## src/rtl/mul_add_pkg.sv

```systemverilog
// mul_add_pkg: shared state encoding and magnitude helpers for the repeated-addition multiplier
package mul_add_pkg;
  localparam int unsigned MAX_W = 32;
  typedef enum logic [1:0] {IDLE, LOAD, ADD, SIGN} state_e;
  function automatic int unsigned prod_w(input int unsigned w);
    return 2 * w;
  endfunction
  // Returns {sign, magnitude}; the most negative value maps to 2^(w-1), which still fits in w bits.
  function automatic logic [MAX_W:0] mag_sign(input logic [MAX_W-1:0] v, input int unsigned w, input logic sgn);
    logic [MAX_W-1:0] mask;
    logic neg;
    mask = (w >= MAX_W) ? '1 : (32'd1 << w) - 32'd1;
    neg = sgn & v[5'(w - 1)];
    return {neg, neg ? (~v + 32'd1) & mask : v};
  endfunction
endpackage

```

## src/rtl/mul_add_seq_ctrl.sv

```systemverilog
// mul_add_seq_ctrl: IDLE/LOAD/ADD/SIGN sequencer for the repeated-addition multiplier
module mul_add_seq_ctrl
  import mul_add_pkg::*;
(
  input  logic clk,
  input  logic rst_n,
  input  logic start_i,
  input  logic cnt_zero_i,
  input  logic cnt_last_i,
  output logic load_o,
  output logic add_en_o,
  output logic sign_en_o,
  output logic busy_o
);
  state_e state_q, state_d;
  always_ff @(posedge clk or negedge rst_n)
    if (!rst_n) state_q <= IDLE;
    else state_q <= state_d;
  always_comb begin
    state_d = state_q;
    case (state_q)
      IDLE:    state_d = start_i ? LOAD : IDLE;
      LOAD:    state_d = cnt_zero_i ? SIGN : ADD;
      ADD:     state_d = cnt_last_i ? SIGN : ADD;
      default: state_d = IDLE;
    endcase
  end
  assign load_o    = state_q == LOAD;
  assign add_en_o  = state_q == ADD;
  assign sign_en_o = state_q == SIGN;
  assign busy_o    = state_q != IDLE;
endmodule

```

## src/rtl/mul_add_seq_unit.sv

```systemverilog
// mul_add_seq_unit: variable-latency signed/unsigned multiplier that adds the larger
// magnitude min(|a|,|b|) times, then applies the result sign.
module mul_add_seq_unit
  import mul_add_pkg::*;
#(
  parameter int unsigned WIDTH = 8
) (
  input  logic                       clk,
  input  logic                       rst_n,
  input  logic                       start,
  input  logic                       signed_mode,
  input  logic [WIDTH-1:0]           a,
  input  logic [WIDTH-1:0]           b,
  output logic                       busy,
  output logic                       done,
  output logic [prod_w(WIDTH)-1:0]   product
);
  localparam int unsigned PW = prod_w(WIDTH);
  logic [WIDTH-1:0] a_q, b_q, cnt_q, cnt_d, addend_q, mag_a, mag_b, mn, mx;
  logic [PW-1:0] acc_q, acc_d, product_q, product_d;
  logic sm_q, neg_q, done_q, load, add_en, sign_en, capture, unused_ok;
  logic [MAX_W:0] ma, mb;
  assign ma = mag_sign(MAX_W'(a_q), WIDTH, sm_q);
  assign mb = mag_sign(MAX_W'(b_q), WIDTH, sm_q);
  assign unused_ok = ^{ma, mb};
  assign mag_a = ma[WIDTH-1:0];
  assign mag_b = mb[WIDTH-1:0];
  assign mn = (mag_a < mag_b) ? mag_a : mag_b;
  assign mx = (mag_a < mag_b) ? mag_b : mag_a;
  assign capture = start & ~busy;
  mul_add_seq_ctrl u_ctrl (
    .clk        (clk),
    .rst_n      (rst_n),
    .start_i    (start),
    .cnt_zero_i (mn == '0),
    .cnt_last_i (cnt_q == WIDTH'(1)),
    .load_o     (load),
    .add_en_o   (add_en),
    .sign_en_o  (sign_en),
    .busy_o     (busy)
  );
  always_comb begin
    cnt_d     = load ? mn : add_en ? cnt_q - WIDTH'(1) : cnt_q;
    acc_d     = load ? '0 : add_en ? acc_q + PW'(addend_q) : acc_q;
    product_d = sign_en ? (neg_q ? -acc_q : acc_q) : product_q;
  end
  always_ff @(posedge clk or negedge rst_n)
    if (!rst_n) begin
      a_q       <= '0;
      b_q       <= '0;
      sm_q      <= 1'b0;
      neg_q     <= 1'b0;
      cnt_q     <= '0;
      addend_q  <= '0;
      acc_q     <= '0;
      product_q <= '0;
      done_q    <= 1'b0;
    end else begin
      if (capture) begin
        a_q  <= a;
        b_q  <= b;
        sm_q <= signed_mode;
      end
      if (load) begin
        addend_q <= mx;
        neg_q    <= ma[MAX_W] ^ mb[MAX_W];
      end
      cnt_q     <= cnt_d;
      acc_q     <= acc_d;
      product_q <= product_d;
      done_q    <= sign_en;
    end
  assign done    = done_q;
  assign product = product_q;
endmodule

```

## config.mk

```make
export PLATFORM = sky130hd
export DESIGN_NAME = mul_add_seq_unit
export DESIGN_NICKNAME = d
export VERILOG_FILES = /design/src/rtl/mul_add_pkg.sv /design/src/rtl/mul_add_seq_ctrl.sv /design/src/rtl/mul_add_seq_unit.sv
export SDC_FILE = /design/constraint.sdc
export NUM_CORES = 1
export LEC_CHECK = 0
export CAP_MARGIN = 5
export CORE_MARGIN = 8
export CORE_UTILIZATION = 45
export CTS_BUF_LIST = sky130_fd_sc_hd__clkbuf_16
export CTS_CLUSTER_SIZE = 25
export DETAILED_ROUTE_END_ITERATION = 6
export DONT_BUFFER_PORTS = 1
export MAX_ROUTING_LAYER = met4
export PLACE_DENSITY = 0.66
export SYNTH_ARGS = -nofsm -noshare
export SYNTH_HDL_FRONTEND = slang
export SYNTH_SLANG_ARGS = --single-unit
```

## constraint.sdc

```tcl
create_clock -name clk -period 4.4 [get_ports clk]
set_input_delay 1.1 -clock clk [delete_from_list [all_inputs] [get_ports clk]]
set_output_delay 1.1 -clock clk [all_outputs]
set_load 0.01 [all_outputs]
```

==> results.cfg <==
[floorplanning]
die_h_microns = 114
num_rows = 35
coreArea_sq_mm = 0.00924
initial_utilization = 0.465
io_pins = 38
design.die.area_sq_mm = 0.0129
die_width_microns = 114

[worst_setup_path]
max_stage_delay_ps = 710
crit_start = a_q[0]
crit_type = flop to flop
critPathLaunchType = flop
cp.arrival_ps = 3690
cp-end-kind = flop
slowest_stage = a221o_1
critPathMaxFanout = 18
reg2reg_from = a_q[0]
worstPathRequired_ps = 4610
worstPathCellList = inv_1, ha_1, nor3b_1, a21oi_1, xnor2_1, inv_1, ha_1, and3_1, a221o_1, mux2_2, mux2_2

[synth]
yosys_warnings = 0
async_reset_ff_frac = 1.00
synth_cell_types = 49
yosysTopAreaCell = dfrtp_1
synth_nets = 478
ys.flop_type = dfrtp_1
synthCells = 432
syn_area_sq_mm = 0.00430
avgSynthCellArea_sq_um = 9.94
synth_area_leaders = dfrtp_1 (40%), mux2_2 (8.9%), ha_1 (7.3%)
yosysSeqAreaShare = 0.402
synth_top_cell_area_share = 0.402
ys_seq_elements = 69
synth-edff-count = 0

[drt]
avgRoutedWirePerCell_microns = 15.6
drt-total-wl_mm = 8.75
route.detailed.drc = 0
num_vias = 3086
drt_pass1_iterations = 4
ant_nets = 0
dr.first_iter.drc_count = 145
viasPerCell = 5.50

[cts]
h-tree-depth = 3
clock_latency_ps = 320
clock-sinks = 69
cts-root-buf = clkbuf_16
ctsResizeCount = 0
cts_buffers = 9
cts_tree = done
cts-hold-fix-buffers = 0
path_clk_slew_ps = 60
clock_path_buffers = 2
cts_setup_buffers = 0

[global_route]
top_usage_layer = met2
grt_pass1_wl_mm = 14.9
met2_usage = 0.233
antenna_found_initial = 0
grt_pass1_vias = 3033
met3_usage = 0.0254
use_met1 = 0.178
grt_max_degree = 70
grt_usage = 0.146
grt_overflow = 0

[timing]
finalCritPeriodShare = 0.792
finClkSkew_ps = 5.99
relSlewSlack = 0.426
max_freq_ghz = 0.287
worst_pin_slew_ps = 861
hold_ws_ps = 471
fin_crit_ps = 3480
drv_slew = 0
setup_viol_count_final = 0
rsz0062_at_grt = false
setup_tns_ps = 0
hold_viol = 0

[job]
cap_violations = 0

[min_path]
hold_path_class = input pin to async pin

[finish]
nets = 473
layout_commonest_cell = dfrtp_1
fillCellCount = 858
antennaDiodeCount = 0
area_delta_synth_final_pct = 6.99
final_cell_mix = dfrtp_1 (69), nor2_1 (41), mux2_2 (34)
drive_gt1_frac = 0.130

[placement]
io_buffer_count = 0
hpwl_mm = 6.30
gp_congestion = 0.866

[outcome]
status = completed
[cell type report]
| cell class | count | area [sq um] | share of cell area |
|---|---|---|---|
| Tap cell | 129 | 161 | 0.0351 |
| Inverter | 32 | 120 | 0.0261 |
| Multi-Input combinational cell | 312 | 2310 | 0.502 |
| Timing Repair Buffer | 3 | 22.5 | 0.00490 |
| Clock inverter | 7 | 33.8 | 0.00735 |
| Clock buffer | 9 | 225 | 0.0490 |
| Sequential cell | 69 | 1730 | 0.376 |
[per-layer routing]
| metal | share of wire | vias to the layer above |
|---|---|---|
| met5 | 0 | - |
| met4 | 0.021 | 0 |
| met3 | 0.025 | 14 |
| met2 | 0.49 | 51 |
| met1 | 0.46 | 1501 |
| li1 | - | 1520 |
[worst max-delay path, delay by kind of cell, from the launching register on]
kind,cells,cell delay (ps)
AND/OR/NAND/NOR,2,500
adder cells (fa/ha/maj),2,480
XOR/XNOR,1,240
flip-flops,1,420
multiplexers,2,670
AO/OA/AOI/OAI,2,850
buffers and inverters,2,190
[registers in the layout, summed over array words and instances, names as in the netlist]
register and cells:
done 1, u_ctrl.state_q 2, neg_q 1, acc_q 16, a_q 8, sm_q 1
cnt_q 8, addend_q 8, product 16, b_q 8
[cell usage after synthesis (10+ instances only)]
| cell | count |
|---|---|
| a21oi_1 | 32 |
| clkbuf_1 | 12 |
| dfrtp_1 | 69 |
| ha_1 | 25 |
| inv_1 | 32 |
| mux2_2 | 34 |
| mux2i_1 | 14 |
| nand2_1 | 22 |
| nor2_1 | 41 |
| o21ai_0 | 15 |
| or3_1 | 10 |
| xnor2_1 | 15 |
| xor2_1 | 23 |
[final timing paths]
path / to / slack (ps) / cells past startpoint
setup / recovery: addend_q[4] / 920 / 11
hold / removal: cnt_q[2] / 470 / 0
setup reg to reg: addend_q[4] / 920 / 11
hold reg to reg: addend_q[2] / 520 / 1
max in group asynchronous: b_q[3] / 3780 / 0
min in group clk: addend_q[2] / 520 / 1
[stage by stage]
| stage | instances | setup slack, ps | cell area [sq um] | utilization |
|---|---|---|---|---|
| CTS | 561 | 884 | 4600 | 0.497 |
| global placement | 545 | 1020 | 4340 | 0.469 |
| detailed placement | 545 | 935 | 4340 | 0.469 |
| finish | 561 | 916 | 4600 | 0.497 |
| global route | 561 | 690 | 4600 | 0.497 |
| floorplan | 432 | 1310 | 4300 | - |
[kinds of logic (layout without fill, tap and decap cells)]
kind of cell	count (synthesis)	in the layout	synth area share
flip-flops	69	69	0.402
AND/OR/NAND/NOR	115	115	0.134
buffers and inverters	51	51	0.0612
XOR/XNOR	38	38	0.0775
multiplexers	48	48	0.122
AO/OA/AOI/OAI	85	85	0.126
adder cells (fa/ha/maj)	26	26	0.0775
Power is not shown: default switching activity piles up to over one toggle a cycle in this logic, so the estimate is an artifact.
==> edit (same flow settings) <==
`WIDTH`: 8 -> 10.
--- a/src/rtl/mul_add_seq_unit.sv
+++ b/src/rtl/mul_add_seq_unit.sv
@@ -4,5 +4,5 @@
   import mul_add_pkg::*;
 #(
-  parameter int unsigned WIDTH = 8
+  parameter int unsigned WIDTH = 10
 ) (
   input  logic                       clk,
Interface: changed (resized a, b and product); port bits go from 38 to 46. No check against the original RTL was run, so the function may have changed too.
==> edit against the unedited design <==
Count of clock-buffer cells in the layout stayed put. Maximum frequency is 1.8% lower. Area after synthesis is 25% higher. Non-clock buffer count is 1 higher. Wire length is 42% higher. Utilization is 0.93 points lower. Design area is 25% higher. Sequential cell count is 16 higher. Die area is 21% higher. Hold slack worse by 30 ps. Worst setup slack worse by 65 ps. Largest cell class unchanged. Global-route usage is 2.4 points higher.
Power is not shown: default switching activity piles up to over one toggle a cycle in this logic, so the estimate is an artifact.
==> edit: results (changes against the unedited design) <==
- Status: finished clean (unchanged)
- Area contributors post-synth: dfrtp_1 (40%), mux2_2 (8.4%), ha_1 (6.5%), xnor2_1 (4.2%), nor2_1 (4.1%) (was dfrtp_1 (40%), mux2_2 (8.9%), ha_1 (7.3%), xor2_1 (4.7%), a21oi_1 (3.7%))
- Total track usage: 16.9% (was 14.6%)
- Hold crit path type: in -> async (unchanged)
- # diodes: 0 (unchanged)
- Average via count per standard cell: 5.79 (was 5.50)
- CP max stage delay: 530 ps (was 710 ps)
- H-tree levels: 3 (unchanged)
- Global placer's final weighted congestion: 0.942 (was 0.866)
- Worst path slowest cell: nor3b_1 (was a221o_1)
- Worst slew pin tran: 911 ps (was 861 ps)
- Sequential area share after synthesis: 39.7% (was 40.2%)
- Vias in the first global route: 4177 (was 3033)
- HPWL Detailed: 9260 um (was 6300 um)
- Initial DRC Count: 239 (was 145)
- Distinct cells, synth: 52 (was 49)
- Pin count of the biggest net entering global routing: 86 (was 70)
- First-pass GRT wire length: 20900 um (was 14900 um)
- Post-CTS setup buffers: 0 (unchanged)
- Root buf cell: clkbuf_16 (unchanged)
- Post-synth ARST share: 100% (unchanged)
- PostCTS Resize Cnt: 0 (unchanged)
- R2R depth: 12 (was 11)
- Setup TNS: 0 ps (unchanged)
- Antenna violations before repair: 0 (unchanged)
- Clk_lat worst skew: 350 ps (was 320 ps)
- CTS buffer count: 9 (unchanged)
- Worst r2r src: b_q[0] (was a_q[0])
- Reg-to-reg critical path endpoint: u_ctrl.state_q[0] (was addend_q[4])
- Top delay family on crit path: simple AND/OR/NAND/NOR gates (was compound AO/OA/AOI/OAI gates)
- Synth top cells by count: dfrtp_1 (85), nor2_1 (59), nand2_1 (42) (was dfrtp_1 (69), nor2_1 (41), mux2_2 (34))
- Warnings from Yosys: 0 (unchanged)
- WP data required: 4620 ps (was 4610 ps)
- Layout cells sized above 1: 11.4% (was 13.0%)
- Drt pass-1 iters: 4 (unchanged)
- Reg2reg setup slack: 850 ps (was 920 ps)
- Crit-path max FO: 13 (was 18)
- Final Skew: 6.36 ps (was 5.99 ps)
- Clock slew at reported path FFs: 60 ps (about the same)
- CTS max path bufs: 2 (unchanged)
- Final #Nets: 608 (was 473)
- Port buffer count: 0 (unchanged)
- Post-Syn Nets: 619 (was 478)
- Final WL: 12400 um (was 8750 um)
==> edit: worst max-delay path by stage <==
stage | from | to | slack (ps)
6_report | b_q[0] | u_ctrl.state_q[0] | 850
5_1_grt | b_q[0] | cnt_q[9] | 560
4_1_cts | b_q[0] | u_ctrl.state_q[0] | 870
3_5_place_dp | b_q[0] | cnt_q[1] | 920
3_3_place_gp | b_q[0] | u_ctrl.state_q[0] | 990
2_1_floorplan | b_q[3] | cnt_q[8] | 1510
==> edit: metrics by stage <==
step                instance area, sq um  utilization (%)  instances  worst slack [ps]  hold slack (ps)
global placement                    5460             46.2        691               993              492
global route                        5760             48.8        707               559              422
CTS                                 5760             48.8        707               873              428
detailed placement                  5460             46.2        691               917              493
finish                              5760             48.8        707               851              441
floorplan                           5360                -        566              1510              459
==> edit: routing by layer <==
layer	track usage, %	part of all wire (%)	vias up
met1	19.0	44	1948
met2	27.8	48	116
met4	8.45	3.5	0
met5	-	0	-
li1	-	-	1997
met3	4.16	4.8	31
==> edit: layout make-up <==
class,count,area [sq um]
Inverter,33,124
Sequential cell,85,2130
Multi-Input combinational cell,422,2990
Timing Repair Buffer,4,30.0
Tap cell,147,184
Clock buffer,9,225
Fill cell,1132,6050
Clock inverter,7,81.3
==> edit: kinds of logic (layout without fill, tap and decap cells) <==
group	Yosys count	count (layout)	synth area share, %
AND/OR/NAND/NOR	165	165	14.3
AO/OA/AOI/OAI	120	120	14.7
buffers and inverters	59	53	4.48
multiplexers	59	59	12.0
flip-flops	85	85	39.7
adder cells (fa/ha/maj)	29	29	6.91
XOR/XNOR	49	49	8.01
==> edit: worst register-to-register path: stages, from the launching register on <==
cell     delay, ps
dfrtp_1        490
inv_1          100
ha_1           170
nor3b_1        530
a21oi_1        190
xnor2_1        410
ha_1           320
nand2_1         60
nor2_1          50
a31oi_1        210
and2_2         390
nor4_1         160
or3_1          360
